### config.mk
export PLATFORM = sky130hd
export DESIGN_NAME = aes_round_seq
export DESIGN_NICKNAME = d
export VERILOG_FILES = /design/src/rtl/aes_pkg.sv /design/src/rtl/stage_timer.sv /design/src/rtl/aes_round_seq.sv
export SDC_FILE = /design/constraint.sdc
export NUM_CORES = 1
export LEC_CHECK = 0
export ABC_CLOCK_PERIOD_IN_PS = 2500
export BUFFER_PORTS_ARGS = -buffer_cell sky130_fd_sc_hd__buf_2
export CORE_UTILIZATION = 54
export CTS_CLUSTER_DIAMETER = 200
export DETAILED_ROUTE_END_ITERATION = 10
export GPL_TIMING_DRIVEN = 0
export PLACE_DENSITY = 0.77
export SETUP_SLACK_MARGIN = 0.3
export SLEW_MARGIN = 20
export SYNTH_ARGS = -nofsm -noshare
export SYNTH_HDL_FRONTEND = slang
export SYNTH_SLANG_ARGS = --single-unit
### constraint.sdc
create_clock -name clk -period 2.5 [get_ports clk]
set_clock_uncertainty 0.05 [all_clocks]
set_input_delay 0.5 -clock clk [delete_from_list [all_inputs] [get_ports clk]]
set_output_delay 0.5 -clock clk [all_outputs]
set_load 0.02 [all_outputs]
### src/rtl/aes_pkg.sv
// Shared definitions for the AES round sequencer: stage indices, FSM states
// and round counts per key size.
package aes_pkg;

    localparam int unsigned NR_AES128 = 10;
    localparam int unsigned NR_AES192 = 12;
    localparam int unsigned NR_AES256 = 14;

    typedef logic [1:0] stage_t;

    // Bit positions inside the 4-bit stage vectors {ark, mc, sr, sb}.
    localparam stage_t SB  = 2'd0;
    localparam stage_t SR  = 2'd1;
    localparam stage_t MC  = 2'd2;
    localparam stage_t ARK = 2'd3;

    typedef enum logic [1:0] {
        StIdle,
        StClr,
        StRun,
        StFin
    } state_e;

    function automatic logic [3:0] stage_onehot(input stage_t s);
        stage_onehot = 4'b0001 << s;
    endfunction

endpackage

### src/rtl/stage_timer.sv
// Per-stage watchdog: counts enabled cycles since the last clear and flags the
// cycle on which the TMO-th enabled cycle is being spent.
module stage_timer #(
    parameter int unsigned TMO = 64
) (
    input  logic clk,
    input  logic rst,
    input  logic clear,
    input  logic enable,
    output logic expired
);

    localparam int unsigned CW = $clog2(TMO + 1);

    logic [CW-1:0] cnt_q, cnt_d;

    always_comb begin
        cnt_d = cnt_q;
        if (clear) begin
            cnt_d = '0;
        end else if (enable && (cnt_q != CW'(TMO))) begin
            cnt_d = cnt_q + CW'(1);
        end
    end

    always_ff @(posedge clk) begin
        if (rst) begin
            cnt_q <= '0;
        end else begin
            cnt_q <= cnt_d;
        end
    end

    assign expired = enable && (cnt_q == CW'(TMO - 1));

endmodule

### src/rtl/aes_round_seq.sv
// AES round sequencer: walks the SB/SR/MC/ARK stages through NR rounds with a
// clear/run handshake per stage and a per-stage timeout.
module aes_round_seq
    import aes_pkg::*;
#(
    parameter int unsigned NR  = 10,
    parameter int unsigned TMO = 64
) (
    input  logic       clk,
    input  logic       rst,
    input  logic       start,
    input  logic [3:0] stg_done,
    output logic [3:0] stg_en,
    output logic [3:0] stg_clr,
    output logic       load_pt,
    output logic [3:0] round_idx,
    output logic       busy,
    output logic       done,
    output logic       err
);

    localparam logic [3:0] LastRound = 4'(NR);

    state_e     state_q, state_d;
    stage_t     stage_q, stage_d;
    logic [3:0] round_q, round_d;
    logic       err_d;
    logic       tmo_expired;

    stage_timer #(
        .TMO(TMO)
    ) u_stage_timer (
        .clk    (clk),
        .rst    (rst),
        .clear  (state_q == StClr),
        .enable (state_q == StRun),
        .expired(tmo_expired)
    );

    always_comb begin
        state_d = state_q;
        stage_d = stage_q;
        round_d = round_q;
        err_d   = err;
        unique case (state_q)
            StIdle: begin
                if (start) begin
                    state_d = StClr;
                    stage_d = ARK;
                    round_d = '0;
                    err_d   = 1'b0;
                end
            end
            StClr: begin
                state_d = StRun;
            end
            StRun: begin
                if (stg_done[stage_q]) begin
                    unique case (stage_q)
                        SB: begin
                            stage_d = SR;
                            state_d = StClr;
                        end
                        SR: begin
                            // The final round has no MixColumns.
                            stage_d = (round_q == LastRound) ? ARK : MC;
                            state_d = StClr;
                        end
                        MC: begin
                            stage_d = ARK;
                            state_d = StClr;
                        end
                        ARK: begin
                            if (round_q == LastRound) begin
                                state_d = StFin;
                            end else begin
                                round_d = round_q + 4'd1;
                                stage_d = SB;
                                state_d = StClr;
                            end
                        end
                    endcase
                end else if (tmo_expired) begin
                    err_d   = 1'b1;
                    state_d = StIdle;
                end
            end
            StFin: begin
                state_d = StIdle;
            end
            default: begin
                state_d = StIdle;
            end
        endcase
    end

    // Outputs are decoded from the next state so they are plain flops.
    always_ff @(posedge clk) begin
        if (rst) begin
            state_q <= StIdle;
            stage_q <= ARK;
            round_q <= '0;
            stg_en  <= '0;
            stg_clr <= '0;
            load_pt <= 1'b0;
            busy    <= 1'b0;
            done    <= 1'b0;
            err     <= 1'b0;
        end else begin
            state_q <= state_d;
            stage_q <= stage_d;
            round_q <= round_d;
            stg_en  <= (state_d == StRun) ? stage_onehot(stage_d) : 4'b0000;
            stg_clr <= (state_d == StClr) ? stage_onehot(stage_d) : 4'b0000;
            load_pt <= ((state_d == StClr) || (state_d == StRun)) &&
                       (round_d == 4'd0) && (stage_d == ARK);
            busy    <= (state_d != StIdle);
            done    <= (state_d == StFin);
            err     <= err_d;
        end
    end

    assign round_idx = round_q;

endmodule

==> impl_results.md, run 1 <==
- Min-Delay Startpoint: rst
- Worst hold margin: 360 ps
- Antenna-violating nets left: 0
- Post-synth EDFFs: 0
- IO Port Bufs: 22
- Crit path max fanout: 5
- Clock edge transition at the registers on the reported setup and hold paths: 150 ps
- Final WL: 2490 um
- Max-slew headroom: 0.507
- Area grow syn2layout: 21.3%
- WL per Instance: 12.3 um
- Worst-margin pin slew: 737 ps
- Critical path's slowest cell: dfxtp_2
- # IOs: 23
- Post-CTS Hold Buffers: 0
- Hold Vio Cnt, Final: 0
- Biggest cell delay along the critical path: 350 ps
- CP Launch Point: stage_q[0]
- CP Buf/Inv Count: 2
- Core outline area: 2250 um^2
- RSZ-0062 raised after global routing: yes
- FF+latch count, synth: 27
- Max_cap viols: 0
- Yosys top cell area share: 0.409
- # setup viols final: 0
- Worst Hold Path Cells: 2
- Chip height: 51.5 um
- Worst Reg2Reg Path Length in Cells: 10
- Cell Pwr Density: 492 nW/um^2
- Cts bufs inserted: 3
- Global-route wire length before repair: 4080 um
- Total net switching power: 219 uW
- Top_reg_cell synth: dfxtp_1
- Fmax achieved: 0.461 GHz
- Type of destination of the critical path: flop
- Reg2reg start: stage_q[0]
- Die width: 51.5 um
- Leak pwr: 0.694 nW
- Slew Viols, Final: 0
- Setup TNS: 0 ps
- Startpoint Class: flop
- Synth area leader: dfxtp_1
- Via count: 1072
- CP top delay family: multiplexers
- DP HPWL: 1790 um
- Switching share of power: 0.278
- Mapped Nets: 157
- TritonCTS clock tree: done
- RR Endpoint: load_pt
- Pint: 570 uW
- Post-DR vias/cell: 5.31
- Initial Util: 0.587
- Clock root buffer: clkbuf_4
- Combinational power share: 0.185
- GR Overflow Total: 0
- Remaining DRCs: 0
- Iteration-0 DRC count of the detailed router: 27
- Crit path arrival time: 2390 ps
- Row cnt: 17
- Initial antenna violation count: 0
- Ys Warns: 0
- # nets final: 190
- Period utilisation layout: 0.867
- Router iterations before antenna repair: 4
- Seq pwr share: 0.572
- R2R Setup Slk: 330 ps
- Final Critical Period: 2170 ps
- Fraction of layout cells with a size suffix above 1: 0.328
- Vias in the first global route: 966
- Largest net degree at the start of global routing: 17
- Tot GR Track Use: 0.209
- Hold path endpoint: done
- Maximum vdd drop: 399 uV
- # H-tree levels: 1
- Die area: 2650 um^2
- Count leader, synth: dfxtp_1
- Syn avg cell area: 9.31 um^2
- Commonest cells in the netlist: dfxtp_1, nor2_1, ha_1, nand2_1
- Distinct cell type count after synthesis: 42
- Worst setup path class: flop to flop
- Clk Latency, worst-skew pair: 320 ps
- Hold WC Path Type: primary input to flop
- Post-synthesis instance area: 1320 um^2
- Top post-synthesis cells by area: dfxtp_1, ha_1, nor2_1
- # diodes: 0
- Post-synth ARST share: 0
- Post-synthesis cell count: 142
- CP cell instances: buf_6 > mux2i_4 > mux2i_2 > mux2_4 > a21oi_4 > inv_2 > ha_4 > nor2_4 > nand4_1 > nor3b_2
- Clk buf depth: 2
- Final Wtd Congestion: 0.855
- Worst Path Required: 2720 ps
- # clock sinks: 27
- Status: finished, final reports clean
- Seq/Total Area, Yosys: 0.409
- Clock network fraction of total power: 0.242
## cell families after synthesis
group                      after synthesis  share of synthesized area
and+or+nand+nor                         69                      0.284
DFF                                     27                      0.409
AOI/OAI and AO/OA                       13                     0.0785
buffers and inverters                   11                     0.0378
muxes                                    8                     0.0757
adders and majority gates                8                     0.0757
xor gates and xnor gates                 6                     0.0397
## cell usage in the layout, fill, tap and decap left out, types with 2 or more instances in the layout
master / netlist / routed
xnor2_1: 2 / 2
dfxtp_2: 0 / 2
or2_2: 2 / 2
nor3b_1: 2 / 2
buf_6: 1 / 2
nor2b_1: 3 / 3
clkbuf_4: 0 / 3
a21oi_1: 5 / 4
nand3b_1: 3 / 3
mux2i_1: 4 / 2
inv_1: 6 / 5
and4_1: 2 / 2
nand2b_1: 3 / 3
clkbuf_1: 3 / 3
dfxtp_1: 27 / 25
nand2_1: 8 / 8
buf_2: 1 / 22
buf_4: 0 / 6
nor2_1: 22 / 20
mux2i_2: 0 / 2
nand3_1: 6 / 6
nor3_1: 6 / 6
ha_1: 8 / 7
nand4_1: 2 / 2
xor2_1: 4 / 4
mux2_4: 1 / 2
## power by group through the flow
stage	sequential, mW	combinational (mW)	clock (mW)
final	0.452	0.146	0.191
after global routing	0.454	0.161	0.208
after CTS	0.452	0.134	0.198
after detailed placement	0.461	0.117	0
after global placement	0.460	0.114	0
after floorplan	0.471	0.0749	0
## registers in the layout (all words and copies together) (netlist names)
signal and count:
busy 1, done 1, err 1, load_pt 1, round_idx 4, stage_q 2, state_q 2, stg_clr 4
stg_en 4, u_stage_timer.cnt_q 7
## routing by layer
layer  vias up  routed length (um)  global-route usage
li1        547                   -                   -
met1       505                1050               0.239
met2        16                1340               0.361
met3         4                  62              0.0322
met4         0                  34               0.131
met5         -                   0                   0
## worst max-delay path by stage
stage	cells after the start	end	slack (ps)
finish	10	load_pt	330
detailed placement	10	load_pt	60
global placement	10	load_pt	70
global route	10	load_pt	250
floorplan	10	load_pt	350
CTS	10	load_pt	310
## cell type report
| type | count | area [um^2] |
|---|---|---|
| well taps | 28 | 35.0 |
| inverters | 6 | 22.5 |
| clock inverters | 1 | 7.51 |
| flip-flops and latches | 27 | 543 |
| repair buffers | 28 | 155 |
| multi-input cells | 104 | 785 |
| fillers | 175 | 651 |
| plain buffers | 5 | 33.8 |
| clock buffers | 3 | 22.5 |
## through the flow
stage,setup WS [ps],power [mW],instances,cell area (um^2),util
after floorplan,352,0.546,142,1330,-
after global placement,73.4,0.574,192,1470,0.653
after detailed placement,61.1,0.577,192,1470,0.653
after CTS,312,0.784,200,1570,0.695
after global routing,252,0.822,202,1600,0.711
final,331,0.789,202,1600,0.711
## repair_timing
item                       CTS  global route
resized for setup            8             5
buffers inserted             4             2
pin swaps                    2             3
setup endpoints to repair    1             1
Note: power is estimated with default switching activity, not from simulation.
==> run 2: changes to the inputs <==
ABC_AREA = 1   (was default)
CORE_UTILIZATION = 55   (was 54)
PLACE_DENSITY = 0.78   (was 0.77)
==> impl_results.md, run 2 <==
- Seq/Total Area, Yosys: 0.385 (-0.0233)
- Final WL: 2900 um (+17%)
- Core outline area: 2300 um^2 (+1.9%)
- TritonCTS clock tree: done
- # H-tree levels: 1 (unchanged)
- Vias in the first global route: 1194 (+24%)
- Maximum vdd drop: 430 uV (+7.9%)
- IO Port Bufs: 21 (-4.5%)
- Fraction of layout cells with a size suffix above 1: 0.353 (+0.0254)
- Global-route wire length before repair: 4710 um (+16%)
- Worst setup path class: flop to flop
- Post-Layout Cell Count: 249 (+23%)
- Reg area: 552 um^2 (+1.6%)
- Worst Path Required: 2740 ps (+20 ps)
- Biggest cell delay along the critical path: 350 ps (about the same)
- Crit path arrival time: 2330 ps (-60 ps)
- Remaining DRCs: 0 (unchanged)
- Period utilisation layout: 0.836 (-0.0315)
- FF+latch count, synth: 27 (unchanged)
- Tot GR Track Use: 0.230 (+0.0207)
- Post-synthesis cell count: 188 (+32%)
- Clock root buffer: clkbuf_4
- Distinct cell type count after synthesis: 25 (-40%)
- Met1 GRT Util: 0.229 (-0.0105)
- # nets final: 237 (+25%)
- RSZ-0062 raised after global routing: yes
- Hold WC Path Type: primary input to flop
- GR Overflow Total: 0 (unchanged)
- Via count: 1260 (+18%)
- Max_cap viols: 0 (unchanged)
- Most frequent cells in the layout: nand2_1, inv_1, buf_2
- Chip height: 52.5 um (+2.0%)
- Count leader, synth: nand2_1
- Slew Viols, Final: 0 (unchanged)
- # diodes: 0 (unchanged)
- Antenna-violating nets left: 0 (unchanged)
- Final Wtd Congestion: 0.898 (+5.0%)
- Commonest cells in the netlist: nand2_1, inv_1, dfxtp_1
- Post-synthesis instance area: 1400 um^2 (+6.1%)
- Crit path max fanout: 5 (unchanged)
- Layout Utilization: 0.740 (+0.0282)
- Final Critical Period: 2090 ps (-78.9 ps)
- Initial antenna violation count: 0 (unchanged)
- Die area: 2760 um^2 (+4.0%)
- Hold Vio Cnt, Final: 0 (unchanged)
- Fmax achieved: 0.479 GHz (+3.8%)
- CP Buf/Inv Count: 3 (+1)
- Syn avg cell area: 7.46 um^2 (-20%)
- Clock edge transition at the registers on the reported setup and hold paths: 160 ps (about the same)
- Type of destination of the critical path: flop
- Post-Place Cells: 237 (+23%)
- Clk buf depth: 2 (unchanged)
- Post-DR vias/cell: 5.06 (-4.6%)
- Worst hold margin: 359 ps (-1.15 ps)
- Leak pwr: 0.824 nW (+19%)
- Row cnt: 17 (unchanged)
- Critical path's slowest cell: dfxtp_2
- Post-synth ARST share: 0 (unchanged)
- Synth area leader: dfxtp_1
- M2 GR Usage: 0.470 (+0.109)
- CP top delay family: simple AND/OR/NAND/NOR gates
- Cell Pwr Density: 518 nW/um^2 (+5.2%)
- Ys Warns: 0 (unchanged)
- Commonest non-fill, non-tap cell in the layout: nand2_1
- # clock sinks: 27 (unchanged)
- GRT met3 Usage: 0.0377 (+0.00552)
- Fillers: 181 (+3.4%)
- Top reg by flops: u_stage_timer.cnt_q
- Status: finished, final reports clean
- GRT Max-Usage Layer: met2
- WL per Instance: 11.6 um (-5.4%)
- Mapped Nets: 203 (+29%)
- Multi-input gate area: 781 um^2 (-0.48%)
- Clk Latency, worst-skew pair: 340 ps (+20 ps)
- Worst-margin pin slew: 468 ps (-269 ps)
- Reg2reg start: stage_q[0]
- CP Launch Point: stage_q[0]
- Post-synth EDFFs: 0 (unchanged)
- Min-Delay Startpoint: rst
- # setup viols final: 0 (unchanged)
- Cts bufs inserted: 3 (unchanged)
- Router iterations before antenna repair: 4 (unchanged)
- Top post-synthesis cells by area: dfxtp_1, nand2_1, inv_1
- Yosys top cell area share: 0.385 (-0.0233)
- Die width: 52.5 um (+2.0%)
- Setup TNS: 0 ps (unchanged)
- DP HPWL: 2090 um (+17%)
- CP cell instances: buf_6 > inv_2 > nand2_2 > nand3_2 > nand2_4 > nand2_4 > or2_1 > nand3_1 > nand2_2 > inv_2 > ha_4 > or2_4 > nor2_2 > nand2_1 > nor2_1 > nand2_1 > nor2_1
- Iteration-0 DRC count of the detailed router: 31 (+15%)
- Largest net degree at the start of global routing: 17 (unchanged)
- Startpoint Class: flop
- # IOs: 23 (unchanged)
- Max FFs per register: 7 (unchanged)
- Max-slew headroom: 0.686 (+0.179)
- Area grow syn2layout: 21.1%
- Initial Util: 0.611 (+0.0240)
- Top_reg_cell synth: dfxtp_1
- Post-CTS Hold Buffers: 0 (unchanged)
==> run 2: where the power goes <==
part | switching [mW] | internal [mW] | leakage [nW]
Sequential | 0.0129 | 0.451 | 0.221
Clock | 0.140 | 0.0614 | 0.0139
Combinational | 0.133 | 0.0810 | 0.590
Total | 0.286 | 0.594 | 0.824
==> run 2: kinds of logic (layout without fill, tap and decap cells) <==
kind of cell,after synthesis,after routing,share of synthesized area
and+or+nand+nor,103,103,0.381
buffers and inverters,34,67,0.0972
DFF,27,27,0.385
AOI/OAI and AO/OA,16,16,0.0651
adders and majority gates,8,8,0.0714
==> run 2: per-stage QoR <==
step                total power [mW]  instance area (um^2)  worst slack [ps]
finish                         0.880                  1700               410
global route                   0.918                  1700               257
CTS                            0.858                  1630               306
detailed placement             0.651                  1540              76.8
global placement               0.644                  1540               110
floorplan                      0.608                  1400               328
==> run 2: metal layers <==
layer,up-vias,part of all wire
met3,2,0.028
li1,656,-
met2,22,0.54
met1,580,0.43
met5,-,0
met4,0,0.0024
==> run 2: final timing paths <==
path	depth (start not counted)	to	slack (ps)
worst max-delay path	17	load_pt	410
worst min-delay path	2	state_q[1]	360
worst max register to register	17	load_pt	410
worst min register to register	2	err	450
==> run 2: area by class of cell <==
type                       count  area share
clock inverter                 1     0.00442
inverter                      32      0.0707
buffer                         2     0.00957
sequential                    27       0.325
timing repair buffer          29      0.0972
tap                           28      0.0206
clock buffer                   3      0.0133
multi-input combinational    127       0.459
==> run 2: what timing repair did <==
item                       CTS  global route
gates cloned                 0             0
buffers inserted             5             3
pin swaps                    5            10
setup endpoints to repair    1             1
gates resized for setup      8            14
